==> src/rtl/uart_tx.sv <==
// UART transmitter: byte FIFO, 16x oversampled framing with configurable data/stop/parity.
// Optional line-break generation is compiled in with `define UART_TX_BREAK_EN.
//
// state   | meaning
// --------+--------------------------------------------------
// IDLE    | line idle (or break), waiting for enable + data
// START   | start bit, TxD = 0
// DATA    | data bits LSB first, 7 or 8 bits
// PARITY  | parity bit, odd or even
// STOP    | stop bit(s), TxD = 1, one or two bit times
module uart_tx #(
    parameter int FIFO_DEPTH = 4,
    parameter int OS_RATE    = 16
) (
    input  logic       CLK50MHZ,
    input  logic       rst,
    input  logic       Baud_tick,
    input  logic       tx_enable,
    input  logic       D_num,
    input  logic       S_num,
    input  logic [1:0] Par,
    input  logic [7:0] in_data,
    input  logic       n_WR,
    input  logic       Clr_EF,
`ifdef UART_TX_BREAK_EN
    input  logic       Send_Brk,
`endif
    output logic       TxD,
    output logic       Tx_RDY,
    output logic       Tx_EMPTY,
    output logic       OV_Fg,
    output logic       n_INT
);

    localparam int AW = $clog2(FIFO_DEPTH);
    localparam int CW = AW + 1;
    localparam logic [3:0] TICK_LAST = 4'(OS_RATE - 1);

    typedef enum logic [2:0] {
        S_IDLE   = 3'd0,
        S_START  = 3'd1,
        S_DATA   = 3'd2,
        S_PARITY = 3'd3,
        S_STOP   = 3'd4
    } state_t;

    state_t        state_q, state_d;
    logic          baud_q, tick_q;
    logic          nwr_q;
    logic [7:0]    mem_q [FIFO_DEPTH];
    logic [AW-1:0] wr_ptr_q, wr_ptr_d;
    logic [AW-1:0] rd_ptr_q, rd_ptr_d;
    logic [CW-1:0] cnt_q, cnt_d;
    logic [3:0]    tick_cnt_q, tick_cnt_d;
    logic [2:0]    bit_cnt_q, bit_cnt_d;
    logic [7:0]    shift_q, shift_d;
    logic          d8_q, d8_d;
    logic          s2_q, s2_d;
    logic          par_en_q, par_en_d;
    logic          par_bit_q, par_bit_d;
    logic          txd_q, txd_d;
    logic          rdy_q, rdy_d;
    logic          empty_q, empty_d;
    logic          ov_q, ov_d;

    logic          wr_fire, push, pop, ov_set;
    logic          fifo_full, fifo_empty;
    logic          bit_end;
    logic [2:0]    last_data, last_stop;
    logic [7:0]    head_data;
    logic          brk_block, idle_txd;

    assign wr_fire    = ~n_WR & nwr_q;
    assign fifo_full  = (cnt_q == CW'(FIFO_DEPTH));
    assign fifo_empty = (cnt_q == '0);
    assign bit_end    = tick_q && (tick_cnt_q == TICK_LAST);
    assign last_data  = d8_q ? 3'd7 : 3'd6;
    assign last_stop  = s2_q ? 3'd1 : 3'd0;
    assign head_data  = D_num ? mem_q[rd_ptr_q] : {1'b0, mem_q[rd_ptr_q][6:0]};

`ifdef UART_TX_BREAK_EN
    logic       brk_pend_q, brk_pend_d;
    logic [3:0] brk_cnt_q, brk_cnt_d;

    assign brk_block = Send_Brk | brk_pend_q;
    assign idle_txd  = ~Send_Brk;

    // After a break the line must show a full bit time of mark before the next start.
    always_comb begin
        brk_pend_d = brk_pend_q;
        brk_cnt_d  = brk_cnt_q;
        if (Send_Brk) begin
            brk_cnt_d = '0;
            if (state_q == S_IDLE) begin
                brk_pend_d = 1'b1;
            end
        end else if (brk_pend_q && tick_q) begin
            if (brk_cnt_q == TICK_LAST) begin
                brk_pend_d = 1'b0;
                brk_cnt_d  = '0;
            end else begin
                brk_cnt_d = brk_cnt_q + 4'd1;
            end
        end
    end

    always_ff @(posedge CLK50MHZ or negedge rst) begin
        if (!rst) begin
            brk_pend_q <= 1'b0;
            brk_cnt_q  <= '0;
        end else begin
            brk_pend_q <= brk_pend_d;
            brk_cnt_q  <= brk_cnt_d;
        end
    end
`else
    assign brk_block = 1'b0;
    assign idle_txd  = 1'b1;
`endif

    // State register and all other flops.
    always_ff @(posedge CLK50MHZ or negedge rst) begin
        if (!rst) begin
            state_q    <= S_IDLE;
            baud_q     <= 1'b0;
            tick_q     <= 1'b0;
            nwr_q      <= 1'b1;
            for (int i = 0; i < FIFO_DEPTH; i++) begin
                mem_q[i] <= '0;
            end
            wr_ptr_q   <= '0;
            rd_ptr_q   <= '0;
            cnt_q      <= '0;
            tick_cnt_q <= '0;
            bit_cnt_q  <= '0;
            shift_q    <= '0;
            d8_q       <= 1'b0;
            s2_q       <= 1'b0;
            par_en_q   <= 1'b0;
            par_bit_q  <= 1'b0;
            txd_q      <= 1'b1;
            rdy_q      <= 1'b1;
            empty_q    <= 1'b1;
            ov_q       <= 1'b0;
        end else begin
            state_q    <= state_d;
            baud_q     <= Baud_tick;
            tick_q     <= Baud_tick & ~baud_q;
            nwr_q      <= n_WR;
            if (push) begin
                mem_q[wr_ptr_q] <= in_data;
            end
            wr_ptr_q   <= wr_ptr_d;
            rd_ptr_q   <= rd_ptr_d;
            cnt_q      <= cnt_d;
            tick_cnt_q <= tick_cnt_d;
            bit_cnt_q  <= bit_cnt_d;
            shift_q    <= shift_d;
            d8_q       <= d8_d;
            s2_q       <= s2_d;
            par_en_q   <= par_en_d;
            par_bit_q  <= par_bit_d;
            txd_q      <= txd_d;
            rdy_q      <= rdy_d;
            empty_q    <= empty_d;
            ov_q       <= ov_d;
        end
    end

    // Next-state and frame datapath.
    always_comb begin
        state_d    = state_q;
        tick_cnt_d = tick_cnt_q;
        bit_cnt_d  = bit_cnt_q;
        shift_d    = shift_q;
        d8_d       = d8_q;
        s2_d       = s2_q;
        par_en_d   = par_en_q;
        par_bit_d  = par_bit_q;
        pop        = 1'b0;

        if (state_q != S_IDLE && tick_q) begin
            tick_cnt_d = bit_end ? 4'd0 : tick_cnt_q + 4'd1;
        end

        unique case (state_q)
            S_IDLE: begin
                tick_cnt_d = '0;
                bit_cnt_d  = '0;
                if (tx_enable && !fifo_empty && !brk_block) begin
                    state_d   = S_START;
                    pop       = 1'b1;
                    shift_d   = head_data;
                    d8_d      = D_num;
                    s2_d      = S_num;
                    par_en_d  = ^Par;
                    par_bit_d = (^head_data) ^ (Par == 2'b01);
                end
            end
            S_START: begin
                if (bit_end) begin
                    state_d = S_DATA;
                end
            end
            S_DATA: begin
                if (bit_end) begin
                    shift_d = {1'b0, shift_q[7:1]};
                    if (bit_cnt_q == last_data) begin
                        bit_cnt_d = '0;
                        state_d   = par_en_q ? S_PARITY : S_STOP;
                    end else begin
                        bit_cnt_d = bit_cnt_q + 3'd1;
                    end
                end
            end
            S_PARITY: begin
                if (bit_end) begin
                    state_d = S_STOP;
                end
            end
            S_STOP: begin
                if (bit_end) begin
                    if (bit_cnt_q == last_stop) begin
                        bit_cnt_d = '0;
                        state_d   = S_IDLE;
                    end else begin
                        bit_cnt_d = bit_cnt_q + 3'd1;
                    end
                end
            end
            default: state_d = S_IDLE;
        endcase
    end

    // A write colliding with a pop on a full FIFO still fits.
    always_comb begin
        push     = wr_fire && (!fifo_full || pop);
        ov_set   = wr_fire && fifo_full && !pop;
        wr_ptr_d = push ? wr_ptr_q + AW'(1) : wr_ptr_q;
        rd_ptr_d = pop ? rd_ptr_q + AW'(1) : rd_ptr_q;
        cnt_d    = cnt_q + CW'(push) - CW'(pop);
        if (ov_set) begin
            ov_d = 1'b1;
        end else if (Clr_EF) begin
            ov_d = 1'b0;
        end else begin
            ov_d = ov_q;
        end
    end

    // Outputs, registered from the next state so TxD tracks state transitions.
    always_comb begin
        txd_d = 1'b1;
        unique case (state_d)
            S_IDLE:   txd_d = idle_txd;
            S_START:  txd_d = 1'b0;
            S_DATA:   txd_d = shift_d[0];
            S_PARITY: txd_d = par_bit_d;
            S_STOP:   txd_d = 1'b1;
            default:  txd_d = 1'b1;
        endcase
        rdy_d   = (cnt_d != CW'(FIFO_DEPTH));
        empty_d = (cnt_d == '0) && (state_d == S_IDLE);
    end

    assign TxD      = txd_q;
    assign Tx_RDY   = rdy_q;
    assign Tx_EMPTY = empty_q;
    assign OV_Fg    = ov_q;
    assign n_INT    = ~(ov_q | empty_q);

endmodule

==> config.mk <==
export PLATFORM = sky130hd
export DESIGN_NAME = uart_tx
export DESIGN_NICKNAME = d
export VERILOG_FILES = /design/src/rtl/uart_tx.sv
export SDC_FILE = /design/constraint.sdc
export NUM_CORES = 1
export LEC_CHECK = 0
export CORE_MARGIN = 10
export CORE_UTILIZATION = 38
export DETAILED_ROUTE_END_ITERATION = 6
export HOLD_SLACK_MARGIN = 0.03
export SYNTH_ARGS = -nofsm -noshare
export SYNTH_HDL_FRONTEND = slang
export SYNTH_SLANG_ARGS = --single-unit
==> constraint.sdc <==
create_clock -name CLK50MHZ -period 3.1 [get_ports CLK50MHZ]
set_input_delay 0.31 -clock CLK50MHZ [delete_from_list [all_inputs] [get_ports CLK50MHZ]]
set_output_delay 0.31 -clock CLK50MHZ [all_outputs]
set_load 0.05 [all_outputs]
==> results.toml, run 1 <==
[cts]
cts_buffers = 9
insertion_delay_ns = 0.35
clkTransAtPathRegs_ns = 0.08
htreeDepth = 3
root_buffer = "clkbuf_8"
cts_tree = "built"
cts_max_path_buffers = 2
cts_num_sinks = 68

[global_routing]
met3_usage_pct = 3.67
grt_max_degree = 35
grt_use_total_pct = 10.5
grt_use_met2_pct = 16.5
grt_pass1_wl_mm = 10.9
grt_overflow_total = 0
antenna_found_initial = 0
busiest_layer = "met2"
use_met1_pct = 13.6
grt_pass1_vias = 2150

[critical_path]
crit_arrival_ns = 3.13
ff2ff_path_depth = 13
start_kind = "flip-flop"
worstPathMaxFanout = 8
critPathRequiredTime_ns = 3.35
cp-end-kind = "flip-flop"
crit_type = "reg2reg"
cp_top_family = "adder cells"
r2r_start = "cnt_q[1]"
worst_path_largest_cell_delay_ns = 0.45
startpoint = "cnt_q[1]"
crit_slowest_cell = "dfrtp_2"
path_buf_inv = 4
r2r_slack_ns = 0.22
cp_common_cell = "inv_1"
r2r_end = "Tx_EMPTY"
cp_cell_sequence = "o31ai_2, nand2b_4, buf_4, inv_1, ha_1, inv_1, ha_1, inv_1, fa_1, xnor2_1, xnor2_1, or3_1, nor4_2"
cp.depth = 13
crit_end = "Tx_EMPTY"

[logic_synthesis]
synth.top_cells.by_area = "dfrtp_1 (50%), mux2_1 (11%), ha_1 (3.5%)"
synth_common_cells = "dfrtp_1 (64), mux2_1 (32), inv_1 (18), nand2_1 (18), nor2_1 (11)"
yosys_warnings = 0
synth_top_area_share_pct = 49.6
yosysTopAreaCell = "dfrtp_1"
yosysMostFrequentCell = "dfrtp_1"
syn_nets = 276
syn_area_um2 = 3230
synth_edf_count = 0
synthFlopType = "dfrtp_1"
synth-seq-cells = 68
ys_types = 47
syn_avg_cell_area_um2 = 13.0
seq_area_frac_synth_pct = 52.9
synthArstFlopShare_pct = 100
syn_inst = 248

[sta]
finalHoldViolCount = 0
finalSetupViolCount = 0
finalCriticalPeriod_ns = 2.88
fin_skew_ns = 0.0161
min_period_over_period_pct = 92.9
tns_ns = 0
fmax_ghz = 0.347
final_max_slew_viol_count = 0
relSlewSlack_pct = 50.0
tightestPinTransition_ns = 0.750

[floorplan]
dieHeight_um = 112
rows = 33
io_pins = 23
core-area_um2 = 8260
die_x_um = 112
start_util_pct = 39.1
die_area_um2 = 12600

[drt]
drt_pass1_iterations = 4
totalWireLength_mm = 6.13
vias = 2004
wl_per_cell_um = 15.5
drtIter0Drc = 111
viasPerCell = 5.07
drc = 0
ant_nets = 0

[status]
status = "completed"

[final_layout]
regArea_um2 = 1710
drive_gt1_share_pct = 16.6
multi_input_area_um2 = 1440
fin_util_pct = 46.5
n_fill_cell = 763
area_delta_synth_final_pct = 19.0
diodes = 0
layout.nets = 313

[place]
routabilityCongestion = 0.761
port_buffers = 22
hpwl_mm = 4.51

[power_and_ir_drop]
ir_worst_vdd_mv = 0.471
power_density_nw_per_um2 = 935
power_leakage_nw = 1.73

[run]
max_cap_violations = 0

[worst_hold_path]
hp-class = "in2async"
==> worst min-delay path by stage <==
stage | startpoint | endpoint | slack, ns
2_1_floorplan | rst | OV_Fg | 0.01
3_3_place_gp | baud_q | tick_q | 0.39
3_5_place_dp | baud_q | tick_q | 0.40
4_1_cts | rst | tick_cnt_q[1] | 0.05
5_1_grt | rst | tick_cnt_q[1] | 0.08
6_report | rst | tick_cnt_q[1] | 0.03
==> cells by family after synthesis <==
family	Yosys count	share of synthesized area [%]
DFF	68	52.9
buffers and inverters	25	3.26
AOI/OAI and AO/OA	31	7.40
adders and majority gates	10	4.11
muxes	44	18.6
xor gates and xnor gates	15	5.31
and+or+nand+nor	55	8.45
==> what timing repair did <==
item,4_1_cts,5_1_grt
gates resized for setup,0,4
buffers inserted,0,0
setup endpoints to repair,0,1
hold buffers,0,0
hold endpoints to repair,0,0
==> state kept, by name, indices dropped and copies added, names as in the netlist, 2 cells and up <==
| signal | flops |
|---|---|
| mem_q | 32 |
| rd_ptr_q | 2 |
| cnt_q | 3 |
| shift_q | 8 |
| bit_cnt_q | 3 |
| wr_ptr_q | 2 |
| tick_cnt_q | 4 |
| state_q | 3 |
==> power breakdown <==
part           leakage (nW)  total [mW]  switching [mW]  internal (mW)
Sequential            0.837        1.47           0.240           1.23
Clock                0.0971       0.730           0.352          0.378
Combinational         0.796        1.39           0.593          0.794
==> area by class of cell <==
| type | count | share of cell area, % |
|---|---|---|
| clock buffer | 10 | 3.32 |
| clock inverter | 6 | 1.89 |
| inverter | 18 | 1.76 |
| multi-input combinational | 155 | 37.4 |
| sequential | 68 | 44.5 |
| tap | 105 | 3.42 |
| timing repair buffer | 33 | 7.75 |
==> layout by cell type, fill, tap and decap left out, types with 2 or more instances in the layout <==
cell type	synthesis	layout
xnor2_1	7	7
or3_1	4	4
clkinv_4	0	3
mux2i_1	3	3
clkbuf_8	0	9
a31oi_1	2	2
nand3_1	3	3
clkdlybuf4s50_1	0	21
a21oi_1	4	4
mux2_1	32	32
o21ai_0	7	7
mux4_1	4	4
a32o_1	2	2
inv_1	18	18
nor2b_1	3	3
ha_1	9	9
nand2b_1	3	2
dfstp_2	4	4
nand2_1	18	18
nand2_2	4	4
a222oi_1	7	7
nor3_1	2	2
dfrtp_1	64	63
xor2_1	5	5
buf_4	0	11
nor2_1	11	11
mux4_2	4	4
==> metrics by stage <==
stage | hold WS [ns] | cells | worst slack [ns] | total power [mW] | cell area (µm²)
global route | 0.0753 | 395 | -0.0190 | 3.88 | 3840
finish | 0.0296 | 395 | 0.219 | 3.59 | 3840
global placement | 0.385 | 379 | 0.0467 | 2.84 | 3620
detailed placement | 0.401 | 379 | -0.0882 | 2.89 | 3620
CTS | 0.0476 | 395 | 0.105 | 3.62 | 3820
floorplan | 0.0144 | 248 | 0.00715 | 2.58 | 3230
==> routing by layer <==
layer  up-vias  part of all wire, %
li1        964                    -
met1      1006                   47
met2        32                   49
met3         2                  3.2
met4         0                 0.31
met5         -                    0
(Power assumes the default switching activity.)
==> run 2, diff against run 1 <==
- CORE_MARGIN: 10 -> 4
- GPL_TIMING_DRIVEN: unset -> 0
==> run 2 against run 1 <==
Sequential cell count did not move. Critical endpoint unchanged. Total power rose by 2.0%. Worst setup slack worse by 0.078 ns. Sequential share of layout area is 0.35 points lower. Final cell count rose by 0.25%. Highest routed layer unchanged. Fmax down 2.6%. Die area shrank 20%. Cell area rose by 1.0%. Clock power rose by 5.5%. Combinational power increased by 5%. Critical path type unchanged.
==> results.toml, run 2 (synthesis gave the netlist of run 1 again) <==
[final_layout]
fin_cells = 396
reg_top3 = "mem_q x32, shift_q x8, tick_cnt_q x4"
diodes = 0
final_cell_mix = "dfrtp_1 (60), mux2_1 (32), clkdlybuf4s50_1 (21)"
layout.nets = 314
final_common_cell = "dfrtp_1"
drive_gt1_share_pct = 18.2
largest_reg_flops = 32
regMostFlops = "mem_q"
area_delta_synth_final_pct = 20.2
n_fill_cell = 767

[drt]
vias = 2050
drc = 0
drt_pass1_iterations = 4
viasPerCell = 5.18
wl_per_cell_um = 15.1
drtIter0Drc = 125
totalWireLength_mm = 5.99
ant_nets = 0

[critical_path]
cp-end-kind = "flip-flop"
crit_type = "reg2reg"
critPathRequiredTime_ns = 3.35
crit_arrival_ns = 3.20
worstPathMaxFanout = 9
start_kind = "flip-flop"

[floorplan]
die_x_um = 100
rows = 33
die_area_um2 = 10000
start_util_pct = 39.1
dieHeight_um = 100
core-area_um2 = 8260
io_pins = 23

[power_and_ir_drop]
power_density_nw_per_um2 = 944
ir_worst_vdd_mv = 0.409
power_leakage_nw = 1.72
power_mw = 3.66

[status]
status = "completed"

[sta]
finalCriticalPeriod_ns = 2.96
tightestPinTransition_ns = 0.863
final_max_slew_viol_count = 0
min_period_over_period_pct = 95.4
finalHoldViolCount = 0
finalSetupViolCount = 0
fmax_ghz = 0.338
relSlewSlack_pct = 42.0
fin_skew_ns = 0.00781
rsz0062_at_grt = "true"
setup_ws_ns = 0.142

[global_routing]
grt_overflow_total = 0
grt_max_degree = 69
grt_use_total_pct = 13.3
antenna_found_initial = 0
grt_pass1_vias = 2040
grt_pass1_wl_mm = 10.3

[cts]
cts_buffers = 9
htreeDepth = 3
cts-hold-fix-buffers = 0
cts_num_sinks = 68
cts_max_path_buffers = 2
root_buffer = "clkbuf_8"
clkTransAtPathRegs_ns = 0.07
insertion_delay_ns = 0.34
cts_tree = "built"

[run]
max_cap_violations = 0

[place]
hpwl_mm = 4.01
dp.cells = 375
pre_cts_ws_ns = -0.606
routabilityCongestion = 0.841
port_buffers = 22

[worst_hold_path]
hp-class = "in2async"
==> run 2: cell types whose count changed in the layout (fill, tap and decap cells not counted), sizes merged <==
cell and change:
clkinvlp +2, buf -1, clkinv -2, inv -1, clkbuf +3
==> run 2: path summary, 6_finish.rpt <==
check / start / end / slack (ns) / cells past startpoint
min in group CLK50MHZ: baud_q / tick_q / 0.40 / 1
setup / recovery: state_q[0] / Tx_EMPTY / 0.14 / 14
setup reg to reg: state_q[0] / Tx_EMPTY / 0.14 / 14
hold / removal: rst / tick_cnt_q[3] / 0.08 / 1
max in group asynchronous: rst / state_q[0] / 2.43 / 1
hold reg to reg: baud_q / tick_q / 0.40 / 1
==> run 2: worst max-delay path, cell delays in order, from the launching register on <==
cell and delay [ns]:
dfrtp_2 0.47, nor3_4 0.22, nand2b_1 0.09, buf_6 0.16, a31oi_4 0.15, inv_1 0.06
ha_1 0.28, inv_1 0.05, ha_1 0.13, inv_1 0.05, fa_2 0.33, xnor2_1 0.14
xnor2_1 0.16, or3_1 0.33, nor4_2 0.26
==> run 2: layout make-up <==
cell class	count	area, µm²	share of cell area (%)
Buffer	5	38.8	1.00
Clock buffer	11	151	3.90
Clock inverter	5	58.8	1.52
Inverter	18	71.3	1.84
Multi-Input combinational cell	155	1450	37.3
Sequential cell	68	1710	44.1
Tap cell	105	131	3.39
Timing Repair Buffer	29	270	6.97
==> run 2: per-stage QoR <==
stage | hold WS [ns] | cell area, µm² | utilization, % | setup TNS [ns]
floorplan | 0.0144 | 3230 | - | 0
finish | 0.0753 | 3880 | 47.0 | 0
global route | 0.132 | 3880 | 47.0 | -0.0201
global placement | 0.385 | 3580 | 43.3 | -39.65
detailed placement | 0.388 | 3580 | 43.3 | -0.823
CTS | 0.105 | 3820 | 46.3 | 0
==> run 2: routing by layer <==
metal | wire, µm | global-route usage, %
met1 | 2820 | 17.3
met2 | 2840 | 20.9
met3 | 221 | 4.03
met4 | 99 | 4.97
met5 | 0 | 0
==> run 2: what timing repair did <==
| action | in CTS | in global routing |
|---|---|---|
| endpoints found under the setup margin | 3 | 1 |
| pin swaps | 2 | 3 |
| setup buffers | 3 | 4 |
| gates resized for setup | 4 | 10 |
==> run 2: power breakdown <==
part	switching, mW	total, mW	internal (mW)
sequential	0.202	1.44	1.23
clock	0.353	0.770	0.417
combinational	0.642	1.46	0.814
